===== src/rtl/apb_arbiter_2m_if.sv =====
// One APB bus segment. The "master" modport issues transfers and the "slave" modport completes them.
// Handshake: the master raises psel and holds pwrite/paddr/pwdata stable until the one cycle in which
// pready is high; that cycle completes the transfer and pslverr/prdata are valid only in it.
interface apb_arbiter_2m_if;
  logic       psel;
  logic       penable;
  logic       pwrite;
  logic [7:0] paddr;
  logic [7:0] pwdata;
  logic       pready;
  logic       pslverr;
  logic [7:0] prdata;

  modport master (output psel, penable, pwrite, paddr, pwdata, input pready, pslverr, prdata);
  modport slave  (input psel, penable, pwrite, paddr, pwdata, output pready, pslverr, prdata);
endinterface


===== src/rtl/apb_arbiter_2m.sv =====
// Two-master round-robin arbiter in front of a single APB slave, with an ACCESS-phase timeout that
// completes a stuck transfer with an error.
module apb_arbiter_2m #(
  parameter int unsigned TIMEOUT_CYC = 16
) (
  input  logic             pclk,
  input  logic             preset,
  apb_arbiter_2m_if.slave  m0,
  apb_arbiter_2m_if.slave  m1,
  apb_arbiter_2m_if.master s,
  output logic [1:0]       gnt,
  output logic [1:0]       dbg_state_o
);

  typedef enum logic [1:0] {
    IDLE   = 2'd0,
    SETUP  = 2'd1,
    ACCESS = 2'd2
  } state_e;

  localparam logic [7:0] TIMEOUT_LIM = 8'(TIMEOUT_CYC);

  state_e     state_q, state_d;
  logic [1:0] gnt_q, gnt_d;
  logic       last_q, last_d;
  logic [7:0] cnt_q, cnt_d;
  logic       done, tmo, pick;
  logic       active, sel1, cpl;
  logic       unused_penable;

  // Master-side penable carries no information the arbiter needs.
  assign unused_penable = m0.penable ^ m1.penable;

  always_ff @(posedge pclk) begin
    if (preset) begin
      state_q <= IDLE;
      gnt_q   <= 2'b00;
      last_q  <= 1'b1;
      cnt_q   <= 8'd0;
    end else begin
      state_q <= state_d;
      gnt_q   <= gnt_d;
      last_q  <= last_d;
      cnt_q   <= cnt_d;
    end
  end

  always_comb begin
    state_d = state_q;
    gnt_d   = gnt_q;
    last_d  = last_q;
    cnt_d   = cnt_q;
    done    = 1'b0;
    tmo     = 1'b0;
    pick    = 1'b0;
    case (state_q)
      IDLE: begin
        if (m0.psel || m1.psel) begin
          // On a tie the master that did not win last time gets the bus.
          pick    = (m0.psel && m1.psel) ? ~last_q : m1.psel;
          state_d = SETUP;
          gnt_d   = pick ? 2'b10 : 2'b01;
          last_d  = pick;
        end
      end
      SETUP: begin
        state_d = ACCESS;
        cnt_d   = 8'd0;
      end
      ACCESS: begin
        if (s.pready) begin
          done = 1'b1;
        end else if ((TIMEOUT_LIM != 8'd0) && (cnt_q == TIMEOUT_LIM)) begin
          tmo = 1'b1;
        end else begin
          cnt_d = cnt_q + 8'd1;
        end
        if (done || tmo) begin
          state_d = IDLE;
          gnt_d   = 2'b00;
        end
      end
      default: begin
        state_d = IDLE;
        gnt_d   = 2'b00;
      end
    endcase
  end

  always_comb begin
    active    = (state_q == SETUP) || (state_q == ACCESS);
    sel1      = gnt_q[1];
    // A transfer caught by reset is dropped without a completion strobe.
    cpl       = (done || tmo) && !preset;

    s.psel    = active;
    s.penable = (state_q == ACCESS);
    s.pwrite  = active & (sel1 ? m1.pwrite : m0.pwrite);
    s.paddr   = active ? (sel1 ? m1.paddr : m0.paddr) : 8'h00;
    s.pwdata  = active ? (sel1 ? m1.pwdata : m0.pwdata) : 8'h00;

    m0.pready  = cpl & gnt_q[0];
    m0.pslverr = m0.pready & (tmo | s.pslverr);
    m0.prdata  = (m0.pready && !tmo) ? s.prdata : 8'h00;

    m1.pready  = cpl & gnt_q[1];
    m1.pslverr = m1.pready & (tmo | s.pslverr);
    m1.prdata  = (m1.pready && !tmo) ? s.prdata : 8'h00;
  end

  assign gnt         = gnt_q;
  assign dbg_state_o = state_q;

endmodule


===== src/flat_wrapper.sv =====
// flat-port wrapper written by rule: the top's interface ports become plain ports
module apb_arbiter_2m_flat 
#(
  parameter int unsigned TIMEOUT_CYC = 16
)
  (pclk, preset, gnt, dbg_state_o, m0_psel, m0_penable, m0_pwrite, m0_paddr, m0_pwdata, m0_pready, m0_pslverr, m0_prdata, m1_psel, m1_penable, m1_pwrite, m1_paddr, m1_pwdata, m1_pready, m1_pslverr, m1_prdata, s_psel, s_penable, s_pwrite, s_paddr, s_pwdata, s_pready, s_pslverr, s_prdata);
  apb_arbiter_2m_if m0_i ();
  apb_arbiter_2m_if m1_i ();
  apb_arbiter_2m_if s_i ();
  input  logic pclk;
  input  logic preset;
  output logic [1:0] gnt;
  output logic [1:0] dbg_state_o;
  input wire logic [$bits(m0_i.psel)-1:0] m0_psel;
  input wire logic [$bits(m0_i.penable)-1:0] m0_penable;
  input wire logic [$bits(m0_i.pwrite)-1:0] m0_pwrite;
  input wire logic [$bits(m0_i.paddr)-1:0] m0_paddr;
  input wire logic [$bits(m0_i.pwdata)-1:0] m0_pwdata;
  output wire logic [$bits(m0_i.pready)-1:0] m0_pready;
  output wire logic [$bits(m0_i.pslverr)-1:0] m0_pslverr;
  output wire logic [$bits(m0_i.prdata)-1:0] m0_prdata;
  input wire logic [$bits(m1_i.psel)-1:0] m1_psel;
  input wire logic [$bits(m1_i.penable)-1:0] m1_penable;
  input wire logic [$bits(m1_i.pwrite)-1:0] m1_pwrite;
  input wire logic [$bits(m1_i.paddr)-1:0] m1_paddr;
  input wire logic [$bits(m1_i.pwdata)-1:0] m1_pwdata;
  output wire logic [$bits(m1_i.pready)-1:0] m1_pready;
  output wire logic [$bits(m1_i.pslverr)-1:0] m1_pslverr;
  output wire logic [$bits(m1_i.prdata)-1:0] m1_prdata;
  output wire logic [$bits(s_i.psel)-1:0] s_psel;
  output wire logic [$bits(s_i.penable)-1:0] s_penable;
  output wire logic [$bits(s_i.pwrite)-1:0] s_pwrite;
  output wire logic [$bits(s_i.paddr)-1:0] s_paddr;
  output wire logic [$bits(s_i.pwdata)-1:0] s_pwdata;
  input wire logic [$bits(s_i.pready)-1:0] s_pready;
  input wire logic [$bits(s_i.pslverr)-1:0] s_pslverr;
  input wire logic [$bits(s_i.prdata)-1:0] s_prdata;
  assign m0_i.psel = m0_psel;
  assign m0_i.penable = m0_penable;
  assign m0_i.pwrite = m0_pwrite;
  assign m0_i.paddr = m0_paddr;
  assign m0_i.pwdata = m0_pwdata;
  assign m0_pready = m0_i.pready;
  assign m0_pslverr = m0_i.pslverr;
  assign m0_prdata = m0_i.prdata;
  assign m1_i.psel = m1_psel;
  assign m1_i.penable = m1_penable;
  assign m1_i.pwrite = m1_pwrite;
  assign m1_i.paddr = m1_paddr;
  assign m1_i.pwdata = m1_pwdata;
  assign m1_pready = m1_i.pready;
  assign m1_pslverr = m1_i.pslverr;
  assign m1_prdata = m1_i.prdata;
  assign s_psel = s_i.psel;
  assign s_penable = s_i.penable;
  assign s_pwrite = s_i.pwrite;
  assign s_paddr = s_i.paddr;
  assign s_pwdata = s_i.pwdata;
  assign s_i.pready = s_pready;
  assign s_i.pslverr = s_pslverr;
  assign s_i.prdata = s_prdata;
  apb_arbiter_2m #(.TIMEOUT_CYC(TIMEOUT_CYC)) u_core (.pclk(pclk), .preset(preset), .m0(m0_i), .m1(m1_i), .s(s_i), .gnt(gnt), .dbg_state_o(dbg_state_o));
endmodule

===== config.mk =====
export PLATFORM = sky130hd
export DESIGN_NAME = apb_arbiter_2m_flat
export DESIGN_NICKNAME = d
export VERILOG_FILES = /design/src/rtl/apb_arbiter_2m_if.sv /design/src/rtl/apb_arbiter_2m.sv /design/src/flat_wrapper.sv
export SDC_FILE = /design/constraint.sdc
export NUM_CORES = 1
export LEC_CHECK = 0
export ABC_AREA = 1
export BUFFER_PORTS_ARGS = -buffer_cell sky130_fd_sc_hd__buf_2
export CAP_MARGIN = 25
export CORE_MARGIN = 10
export CORE_UTILIZATION = 34
export CTS_CLUSTER_DIAMETER = 40
export DETAILED_ROUTE_END_ITERATION = 16
export PLACE_DENSITY_LB_ADDON = 0.1
export REMOVE_ABC_BUFFERS = 1
export SLEW_MARGIN = 20
export SYNTH_ARGS = -nofsm -noshare
export SYNTH_HDL_FRONTEND = slang
export SYNTH_SLANG_ARGS = --single-unit

===== constraint.sdc =====
create_clock -name pclk -period 2.1 [get_ports pclk]
set_input_delay 0.105 -clock pclk [delete_from_list [all_inputs] [get_ports pclk]]
set_output_delay 0.105 -clock pclk [all_outputs]
set_load 0.05 [all_outputs]

==> impl_metrics.tcl <==
set metrics [dict create \
    pre_cts_ws_ps 290.1 \
    skew_ps 1.950 \
    drt_iter0_drc 50 \
    cts.clk_slew.worst_paths_ps 80 \
    vias 1580 \
    fin_ws_ps 92.03 \
    utilization_pct 53.39 \
    grt_use_total_pct 13.65 \
    cts_hold_buf 0 \
    start_util_pct 35.42 \
    async_reset_ff_share_pct 0 \
    wire_per_inst_um 13.35 \
    gp_congestion 0.8110 \
    drive_above_1_share_pct 36.75 \
    gr-total-overflow 0 \
    power.internal_uw 520.6 \
    vias_per_cell 4.540 \
    cts_max_level 1 \
    die_area_mm2 0.006271 \
    crit_type "reg2out" \
    nets 359 \
    power_frac_clock_pct 13.2 \
    rsz0062_at_grt "yes" \
    dpl_cell_area_mm2 0.001678 \
    finalHoldViolations 0 \
    cts_setup_buffers 0 \
    core_area_mm2 0.003363 \
    ys_seq_area_share_pct 21.85 \
    ir_drop_uv 420.6 \
    synth.cell_area_mm2 0.001191 \
    port_buffers 90 \
    grt_use_met3_pct 3.378 \
    status "complete, no violations" \
    syn-instance-count 212 \
    clock-sinks 13 \
    die_h_um 79.19 \
    synthFlopType "dfxtp_1" \
    synth-edff-count 0 \
    hold_path_class "in2reg" \
    use_met1_pct 16.72 \
    cts_root_buf "clkbuf_4" \
    n_antenna_cell 0 \
    fmax_ghz 0.4980 \
    arrival_ps 1900 \
    drcViolationCount 0 \
    grt_pass1_vias 1454 \
    yosys_warnings 0 \
    antenna_found_initial 0 \
    drtPass1Iterations 4 \
    finalCriticalPeriod_ps 2008 \
    switching_power_uw 687.0 \
    cap_violations 0 \
    area_growth_pct 50.74 \
    final.setup.tns_ps 0 \
    yosysTopAreaCell "dfxtp_1" \
    grt_pass1_wl_mm 7.258 \
    total_power_mw 1.208 \
    die_width_um 79.19 \
    tritoncts "yes" \
    synth-seq-cells 13 \
    p_sw_share_pct 56.89 \
    cts_buffer_depth 2 \
    postSynthAreaPerCell_um2 5.619 \
    setup_viol 0 \
    cp-start-kind "flip-flop" \
    dpl.hpwl_mm 3.680 \
    insertion_delay_ps 280 \
    power_density_mw_per_mm2 672.6 \
    gr-usage-met2_pct 23.16 \
    p_seq_share_pct 23.3 \
    period_share_pct 95.62 \
    fin_area_mm2 0.001795 \
    num_rows 21 \
    ys_types 23 \
    ios 93 \
    power_leakage_nw 1.008 \
    grt.busiest_layer "met2" \
    combPwrFrac_pct 63.5 \
    tightest_slew_ps 414.8 \
    slew_viol_final 0 \
    r2r_cells 9 \
    grt_max_degree 20 \
    synthTopCellsByArea "dfxtp_1 (22%), nor2_1 (20%), nand2_1 (10%)" \
    critPathMaxFanout 8 \
    crit_path_end_kind "output port" \
    whs_path_depth 2 \
    slew_headroom_pct 72.18 \
    ant_nets 0 \
    synth_top_area_share_pct 21.85 \
    required_ps 2000 \
    routed_wl_mm 4.646 \
    cts_buffers 3 \
]
==> cells in the mapped netlist, types with 2 or more instances <==
master    instances
buf_2             2
clkbuf_1          2
clkinv_1          3
nand3_1          16
nand2_2           3
inv_1            25
a21oi_1          10
nor2_2            2
nor2_1           64
dfxtp_1          13
o21ai_0          22
ha_1              6
nand2_1          33
nand3_2           2
==> routing by layer <==
| metal | vias up | routed length, um |
|---|---|---|
| li1 | 841 | - |
| met2 | 74 | 2064 |
| met4 | 0 | 59 |
| met5 | - | 0 |
| met1 | 658 | 2115 |
| met3 | 7 | 407 |
==> kinds of logic (layout without fill, tap and decap cells) <==
kind of cell	after synthesis	count (layout)	share of synthesized area (%)
compound gates	37	37	17.33
fa+ha+maj	6	6	6.302
buf+inv	34	124	11.55
flops	13	13	21.85
simple gates	122	122	42.96
==> worst max-delay path, cell delays in order, from the launching register on <==
cell      delay (ps)
dfxtp_2          350
inv_1             80
ha_1             250
inv_2            110
nor2_2           140
nand3_1          120
clkinv_1          80
nand2_2          110
nor2_1           190
buf_6            190
==> repair_timing <==
item / in CTS / in global routing
gates resized for setup: 16 / 16
gates cloned: 0 / 0
pin swaps: 0 / 1
setup endpoints to repair: 16 / 35
==> worst paths after layout <==
kind	endpoint	slack (ps)	start
max	m0_prdata[7]	90	u_core.dbg_state_o[0]
min	u_core.dbg_state_o[0]	70	preset
min reg2reg	u_core.last_q	470	u_core.last_q
max reg2reg	u_core.cnt_q[5]	480	u_core.cnt_q[0]
==> area by class of cell <==
| cell class | count | area [um2] |
|---|---|---|
| Fill cell | 337 | 1568 |
| Clock buffer | 3 | 22.52 |
| Clock inverter | 1 | 5.005 |
| Sequential cell | 13 | 261.5 |
| Tap cell | 46 | 57.56 |
| Multi-Input combinational cell | 165 | 800.8 |
| Timing Repair Buffer | 91 | 539.3 |
| Inverter | 29 | 108.9 |
==> through the flow <==
stage	hold WS [ps]	std cells
2_1_floorplan	174.1	207
3_3_place_gp	374.2	344
3_5_place_dp	379.1	344
4_1_cts	72.26	348
5_1_grt	99.12	348
6_report	70.96	348
==> power groups by stage <==
stage | clock network (mW) | registers, mW | logic [mW]
finish | 0.159 | 0.281 | 0.767
global route | 0.175 | 0.286 | 0.833
CTS | 0.167 | 0.281 | 0.767
detailed placement | 0 | 0.287 | 0.764
global placement | 0 | 0.286 | 0.765
floorplan | 0 | 0.342 | 0.503
==> state kept, by name, summed over array words and instances (netlist names) <==
name	flops
u_core.cnt_q	8
u_core.dbg_state_o	2
u_core.gnt	2
u_core.last_q	1
==> layout by cell type, fill, tap and decap left out <==
master	synthesis	layout
o21ai_2	1	1
nor2_2	2	4
clkinv_1	3	3
inv_2	1	2
nand2_1	33	33
o21ai_0	22	22
nand2_2	3	3
nor2_1	64	62
nor3_1	1	1
nand3_2	2	2
buf_2	2	74
dfxtp_2	0	1
a21boi_0	1	1
a21oi_1	10	10
inv_1	25	24
o21ai_4	1	1
nor2_4	1	1
ha_2	0	1
dfxtp_1	13	12
buf_6	1	11
clkbuf_4	0	3
ha_1	6	5
o21bai_1	1	1
buf_4	0	6
nand3_1	16	16
clkinv_2	0	1
a31oi_1	1	1
(Power assumes the default switching activity.)
